--- src/rtl/multiplicador_seq8x8.sv ---
// -----------------------------------------------------------------------------
// multiplicador_seq8x8
//
// Sequential shift-and-add unit that rebuilds a dividend from a division
// result: a = q*b + r.  It is the inverse companion of the combinational 8x8
// divider in the RPN ALU.  It serves the ALU multiply operation (r = 0) and
// also checks that a quotient/remainder pair is consistent with its divisor.
//
// One operation at a time, start/busy/done handshake, N iteration cycles.
//
// Ports
//   clk    in   1    system clock, rising edge
//   rst_n  in   1    asynchronous reset, active-low
//   start  in   1    request; accepted in IDLE (and on the FIM exit edge)
//   q      in   N    quotient / multiplier
//   b      in   N    divisor / multiplicand
//   r      in   N    remainder / addend
//   a      out  2N   registered result q*b+r
//   ovf    out  1    result does not fit N bits (a[2N-1:N] != 0)
//   e      out  1    captured b was zero
//   rinv   out  1    captured b != 0 and r >= b (inconsistent remainder)
//   busy   out  1    high while iterating (exactly N cycles)
//   done   out  1    one-cycle pulse, result valid
// -----------------------------------------------------------------------------
module multiplicador_seq8x8 #(
   parameter int N = 8
) (
   input  logic             clk,
   input  logic             rst_n,
   input  logic             start,
   input  logic [N-1:0]     q,
   input  logic [N-1:0]     b,
   input  logic [N-1:0]     r,
   output logic [2*N-1:0]   a,
   output logic             ovf,
   output logic             e,
   output logic             rinv,
   output logic             busy,
   output logic             done
);

   localparam int            CW       = (N > 1) ? $clog2(N) : 1;
   localparam logic [CW-1:0] CNT_LAST = CW'(N - 1);
   localparam logic [CW-1:0] CNT_ONE  = CW'(1);

   typedef enum logic [1:0] {
      IDLE = 2'd0,
      CALC = 2'd1,
      FIM  = 2'd2
   } state_t;

   state_t            state_r;
   logic [2*N-1:0]    acc_r;
   logic [2*N-1:0]    mcand_r;
   logic [N-1:0]      mplier_r;
   logic [CW-1:0]     cnt_r;

   logic [2*N-1:0]    acc_sum_s;
   logic              accept_s;
   logic              b_zero_s;
   logic              r_inv_s;

   // Partial-product step: add the shifted multiplicand when the current
   // multiplier bit is set. Max q*b+r = 65280 for N=8, so 2N bits never wrap.
   always_comb begin
      acc_sum_s = acc_r;
      if (mplier_r[0]) begin
         acc_sum_s = acc_r + mcand_r;
      end else begin
         acc_sum_s = acc_r;
      end
   end

   // The FIM exit edge also accepts a new request so a held start yields one
   // operation every N+1 cycles; start during CALC is never queued.
   assign accept_s = start && ((state_r == IDLE) || (state_r == FIM));
   assign b_zero_s = (b == {N{1'b0}});
   assign r_inv_s  = (!b_zero_s) && (r >= b);

   // Control FSM with datapath registers and registered outputs.
   always_ff @(posedge clk or negedge rst_n) begin
      if (!rst_n) begin
         state_r  <= IDLE;
         acc_r    <= {(2*N){1'b0}};
         mcand_r  <= {(2*N){1'b0}};
         mplier_r <= {N{1'b0}};
         cnt_r    <= {CW{1'b0}};
         a        <= {(2*N){1'b0}};
         ovf      <= 1'b0;
         e        <= 1'b0;
         rinv     <= 1'b0;
         busy     <= 1'b0;
         done     <= 1'b0;
      end else begin
         case (state_r)
            IDLE, FIM: begin
               done <= 1'b0;
               if (accept_s) begin
                  acc_r    <= {{N{1'b0}}, r};
                  mcand_r  <= {{N{1'b0}}, b};
                  mplier_r <= q;
                  cnt_r    <= {CW{1'b0}};
                  e        <= b_zero_s;
                  rinv     <= r_inv_s;
                  busy     <= 1'b1;
                  state_r  <= CALC;
               end else begin
                  busy     <= 1'b0;
                  state_r  <= IDLE;
               end
            end

            CALC: begin
               acc_r    <= acc_sum_s;
               mcand_r  <= mcand_r << 1;
               mplier_r <= mplier_r >> 1;
               cnt_r    <= cnt_r + CNT_ONE;
               if (cnt_r == CNT_LAST) begin
                  // Last iteration: publish the final sum directly.
                  a       <= acc_sum_s;
                  ovf     <= (acc_sum_s[2*N-1:N] != {N{1'b0}});
                  busy    <= 1'b0;
                  done    <= 1'b1;
                  state_r <= FIM;
               end else begin
                  busy    <= 1'b1;
                  done    <= 1'b0;
                  state_r <= CALC;
               end
            end

            default: begin
               busy    <= 1'b0;
               done    <= 1'b0;
               state_r <= IDLE;
            end
         endcase
      end
   end

endmodule

--- config.mk ---
export PLATFORM = sky130hd
export DESIGN_NAME = multiplicador_seq8x8
export DESIGN_NICKNAME = d
export VERILOG_FILES = /design/src/rtl/multiplicador_seq8x8.sv
export SDC_FILE = /design/constraint.sdc
export NUM_CORES = 1
export LEC_CHECK = 0
export ABC_AREA = 1
export BUFFER_PORTS_ARGS = -buffer_cell sky130_fd_sc_hd__buf_2
export CAP_MARGIN = 25
export CORE_MARGIN = 8
export CORE_UTILIZATION = 53
export CTS_CLUSTER_SIZE = 24
export DETAILED_ROUTE_END_ITERATION = 8
export GPL_TIMING_DRIVEN = 1
export HOLD_SLACK_MARGIN = 0.02
export PLACE_DENSITY = 0.77
export SKIP_LAST_GASP = 1
export SYNTH_ARGS = -nofsm -noshare
export SYNTH_HDL_FRONTEND = slang
export SYNTH_SLANG_ARGS = --single-unit
--- constraint.sdc ---
create_clock -name clk -period 1.9 [get_ports clk]
set_input_delay 0.095 -clock clk [delete_from_list [all_inputs] [get_ports clk]]
set_output_delay 0.095 -clock clk [all_outputs]
set_load 0.02 [all_outputs]
; ---- After elaboration in Yosys (flattened, before gate mapping)
; Index checks and enable logic that the tools add are counted.
[word_totals]
word_cells = 47
reg_bits = 66
inputBits = 27
[classes]
reduce_logical = 12
n_addsub = 2
order_cmp = 1
eq_ne = 4
muxes = 17
[op_table]
columns = op, n
row1 = $pmux 16 s2, 2
row2 = $mux 16, 3
row3 = $add 16x16->16, 1
row4 = $pmux 8 s2, 1
row5 = $ge 8x8->1, 1
row6 = $logic_not 8->1, 1
row7 = $mux 8, 1
row8 = $reduce_bool 8->1, 1
row9 = $pmux 3 s2, 1
row10 = $reduce_and 2->1, 3
row11 = $mux 1, 5
row12 = $pmux 2 s2, 1
row13 = $add 3x1->3 const B, 1
row14 = $eq 3x3->1 const B, 1
row15 = $mux 3, 1
row16 = $eq 2x1->1 const B, 1
row17 = $eq 2x2->1 const B, 1
row18 = $logic_and 1x1->1, 2
row19 = $logic_not 2->1, 1
row20 = $mux 2, 1
row21 = $ne 2x2->1 const B, 1
row22 = $pmux 1 s2, 1
row23 = $reduce_bool 2->1, 1
row24 = $reduce_or 2->1, 1
row25 = 2 further kinds, 2

; ---- Longest topological paths before layout
[logic_depth]
ltp_word = 5
mapped_depth = 14
depth_no_buf = 14

; ---- Least setup slack after synthesis
; OpenSTA, ideal clock, no wires.
[synth_timing]
path_type = register to register
start = reg acc_r[0]
end = reg ovf
path_slack_ps = -28
setup_ps = 115
stages_incl_launch_ff = 13
path_buffers = 0
arrival_time_ps = 1812
path_cell_list = dfrtp_1 > ha_1 > fa_1 > nand3_1 > nand3_2 > nand2_1 > nand3b_1 > nand3_1 > nand3_1 > nor2_1 > nand3_1 > nor2_1 > nor2_1
[synth_between]
elab_chain_len = 3
[synth_rtl]
columns = item, line_no
row1 = from (decl), 53  ; logic [2*N-1:0] acc_r;
row2 = from (signal assigned), 84  ; acc_r <= {(2*N){1'b0}};
row3 = from (signal assigned), 99  ; acc_r <= {{N{1'b0}}, r};
row4 = from (signal assigned), 114  ; acc_r <= acc_sum_s;
row5 = $add 16x16->16, 68  ; acc_sum_s = acc_r + mcand_r;
row6 = $mux 16, 67  ; if (mplier_r[0]) begin
row7 = $reduce_bool 8->1, 121  ; ovf <= (acc_sum_s[2*N-1:N] != {N{1'b0}});
row8 = to (signal assigned), 121
row9 = to (decl), 35  ; output logic ovf,
; No other way between the ends.
; A chain may end at the register's enable or synchronous reset.

; ---- Worst setup path after layout
[layout_timing]
start = reg acc_r[0]
end = reg acc_r[4]
[layout_between]
elab_chain_len = 3
[layout_rtl]
columns = item, line_no
row1 = $add 16x16->16, 68
row2 = $mux 16, 67
row3 = $pmux 16 s2, 95  ; case (state_r)
; No other way between the ends.

==> metrics.txt <==
crit path DAT=between 2 and 2.5 ns; drt pass-1 iters=6; Distinct cells, synth=35; final instance area=5271 µm²; grt ovf=0; failing checks=setup timing; core area=7137 µm²; Post-synth ARST share=1.000; Area after DPL=4481 µm²; RSZ-0062 raised after global routing=yes; Synth area leaders=dfrtp_1 42%, nand2_1 15%, ha_1 8.1%; Yosys reg bits=64; startpoint class of the critical path=register; top-count cell post-synth=nand2_1; first-pass GRT wire length=17.97 mm; r2r endpoint=acc_r[4]$_DFFE_PN0P_; worst stage delay on the critical path=~0.4 ns; Reg clk slew, reported paths=roughly 0.070 ns; Final Worst Setup Slack=-0.2396 ns; H-Tree Depth=3; die area=10220 µm²; GP Congestion=0.9294; ratio of cells with drive above 1 in the final layout=0.3016; Hold Vio Cnt, Final=0; post-route ant nets=0; placed cells=688; Starting Density=0.5379; Post-synth top flop=dfrtp_1; number of synthesized flops with an enable pin=0; Total GRT Usage=0.2223; vias per cell=5.646; Clock Path Buffers=2; routed vias=4116; Reg2Reg Setup Slack=-0.24 ns; Cell Chain, Critical Path=ha_2 -> fa_2 -> nand3_2 -> nand3_4 -> buf_4 -> buf_4 -> xnor2_1 -> nand2_1 -> o21ai_0 -> o211ai_1; Synth warnings=0; Worst R2R Path Depth=10; Synth area leader=dfrtp_1; total CTS buffers=9; worst hold path class=in -> reg; Max Clock Freq=~0.47 GHz; Hold WS=0.04173 ns; Post-DP HPWL=7.591 mm; Hold Crit Depth=3; initial detailed-routing violation count=437; WL/cell=17.27 µm; Slew @ Worst Pin=0.5331 ns; DIE HEIGHT=101.1 µm; DRC errors left=0; syn avg cell area=7.497 µm²; synth cell count leaders=152 x nand2_1, 71 x inv_1, 64 x dfrtp_1; Hold Startpoint=r[7]; Max transition margin=0.6408; CTS tree=built; slowest cell on the critical path=dfrtp_1; vias in the first global route=3923; DP Worst Slack=-0.1357 ns; Rows=31; Syn Inst Count=about 500; r2r startpoint=acc_r[0]$_DFFE_PN0P_; initial antenna violation count=0; Tmin final=about 2.1 ns; Final setup viols=15; Final #Nets=678; crit share post-route=1.126; Inserted Diodes=0; sequential-to-total area share from yosys stat=0.4172; fin. max-slew vios=0; Synth Cell Area=3839 µm²; WS Path Type=reg -> reg; fin cells=729; largest net degree at the start of global routing=between 60 and 70; clock latency on the worst-skew pair=roughly 0.35 ns; Syn-to-layout area delta=37.32%; Clock Skews=0.01571 ns; crit end category=register; syn nets=565; Max Cap Violations=0; WHS Endpoint=acc_r[7]$_DFFE_PN0P_; final wirelength=12.59 mm; top cell type's share of synthesized area=0.4172; status=complete, but fails checks; Die Width=101.1 µm; clock root buffer=clkbuf_8; IO Port Bufs=47; Top Ports=48; Sinks on Clock Net=64; Critical Path Most Common Cell=buf_4; WP data required=2.10 ns; crit-path max FO=4
layer usage:
metal	vias up	part of all wire	global-route usage	routed length, µm
met5	-	0	0	0
met4	0	0.043	0.08362	547
met3	70	0.089	0.04489	1126
met2	269	0.48	0.3710	6095
met1	1895	0.38	0.2761	4817
li1	1882	-	-	-
worst max-delay path by stage:
stage / cells after the start / from / end
after floorplan: 12 / acc_r[0]$_DFFE_PN0P_ / ovf$_DFFE_PN0P_
after global placement: 12 / acc_r[0]$_DFFE_PN0P_ / ovf$_DFFE_PN0P_
after detailed placement: 12 / acc_r[0]$_DFFE_PN0P_ / ovf$_DFFE_PN0P_
after CTS: 12 / mcand_r[0]$_DFFE_PN0P_ / ovf$_DFFE_PN0P_
after global routing: 10 / acc_r[0]$_DFFE_PN0P_ / acc_r[4]$_DFFE_PN0P_
final: 10 / acc_r[0]$_DFFE_PN0P_ / acc_r[4]$_DFFE_PN0P_
flip-flops by register name, indices dropped and copies added, names as in the netlist:
register,cells
a,16
acc_r,16
mcand_r,16
mplier_r,8
cnt_r,3
done,1
e,1
ovf,1
rinv,1
state_r,1
cell usage in the layout (no fill, tap or decap), types with 9 or more instances in the layout:
cell type,n
a21oi_1,17
buf_2,47
buf_4,56
clkbuf_8,9
dfrtp_1,61
dlygate4sd3_1,13
ha_1,12
ha_4,11
inv_1,70
nand2_1,133
nand2_2,18
nand3_1,20
nand3_2,10
nor2_1,34
o21ai_0,20
o22ai_1,23
cells by family (layout without fill, tap and decap cells):
group | Yosys count | count (layout) | synth area share
compound gates | 87 | 87 | 0.1314
simple gates | 240 | 240 | 0.2591
flops | 64 | 64 | 0.4172
xor+xnor | 7 | 7 | 0.01597
fa+ha+maj | 26 | 26 | 0.08670
buf+inv | 88 | 206 | 0.08963
per-stage QoR:
| step | util | TNS (ns) |
|---|---|---|
| finish | 0.7386 | -1.191 |
| CTS | 0.6950 | -0.1566 |
| floorplan | - | 0 |
| detailed placement | 0.6278 | -0.2243 |
| global placement | 0.6278 | -0.05462 |
| global route | 0.7386 | -2.998 |
critical path, delay by kind of cell (launching register included):
kind	cells	cell delay, ns
buffers and inverters	2	0.26
DFF	1	0.40
AOI/OAI and AO/OA	2	0.33
xor gates and xnor gates	1	0.16
and+or+nand+nor	3	0.27
adders and majority gates	2	0.57
cell type report:
| cell class | count | area (µm²) |
|---|---|---|
| multi-input cells | 360 | 2242 |
| fillers | 484 | 1866 |
| flip-flops and latches | 64 | 1605 |
| repair buffers | 117 | 805.8 |
| inverters | 73 | 274.0 |
| clock buffers | 10 | 127.6 |
| well taps | 99 | 123.9 |
| clock inverters | 6 | 92.59 |
repair_timing:
action                     4_1_cts  5_1_grt
hold buffers                    13        0
pin swaps                        9       23
buffers inserted                 3        9
hold endpoints to repair        76        0
resized for setup               19       63
setup endpoints to repair       10       25
Power is not shown: default switching activity piles up to over one toggle a cycle in this logic, so the estimate is an artifact.
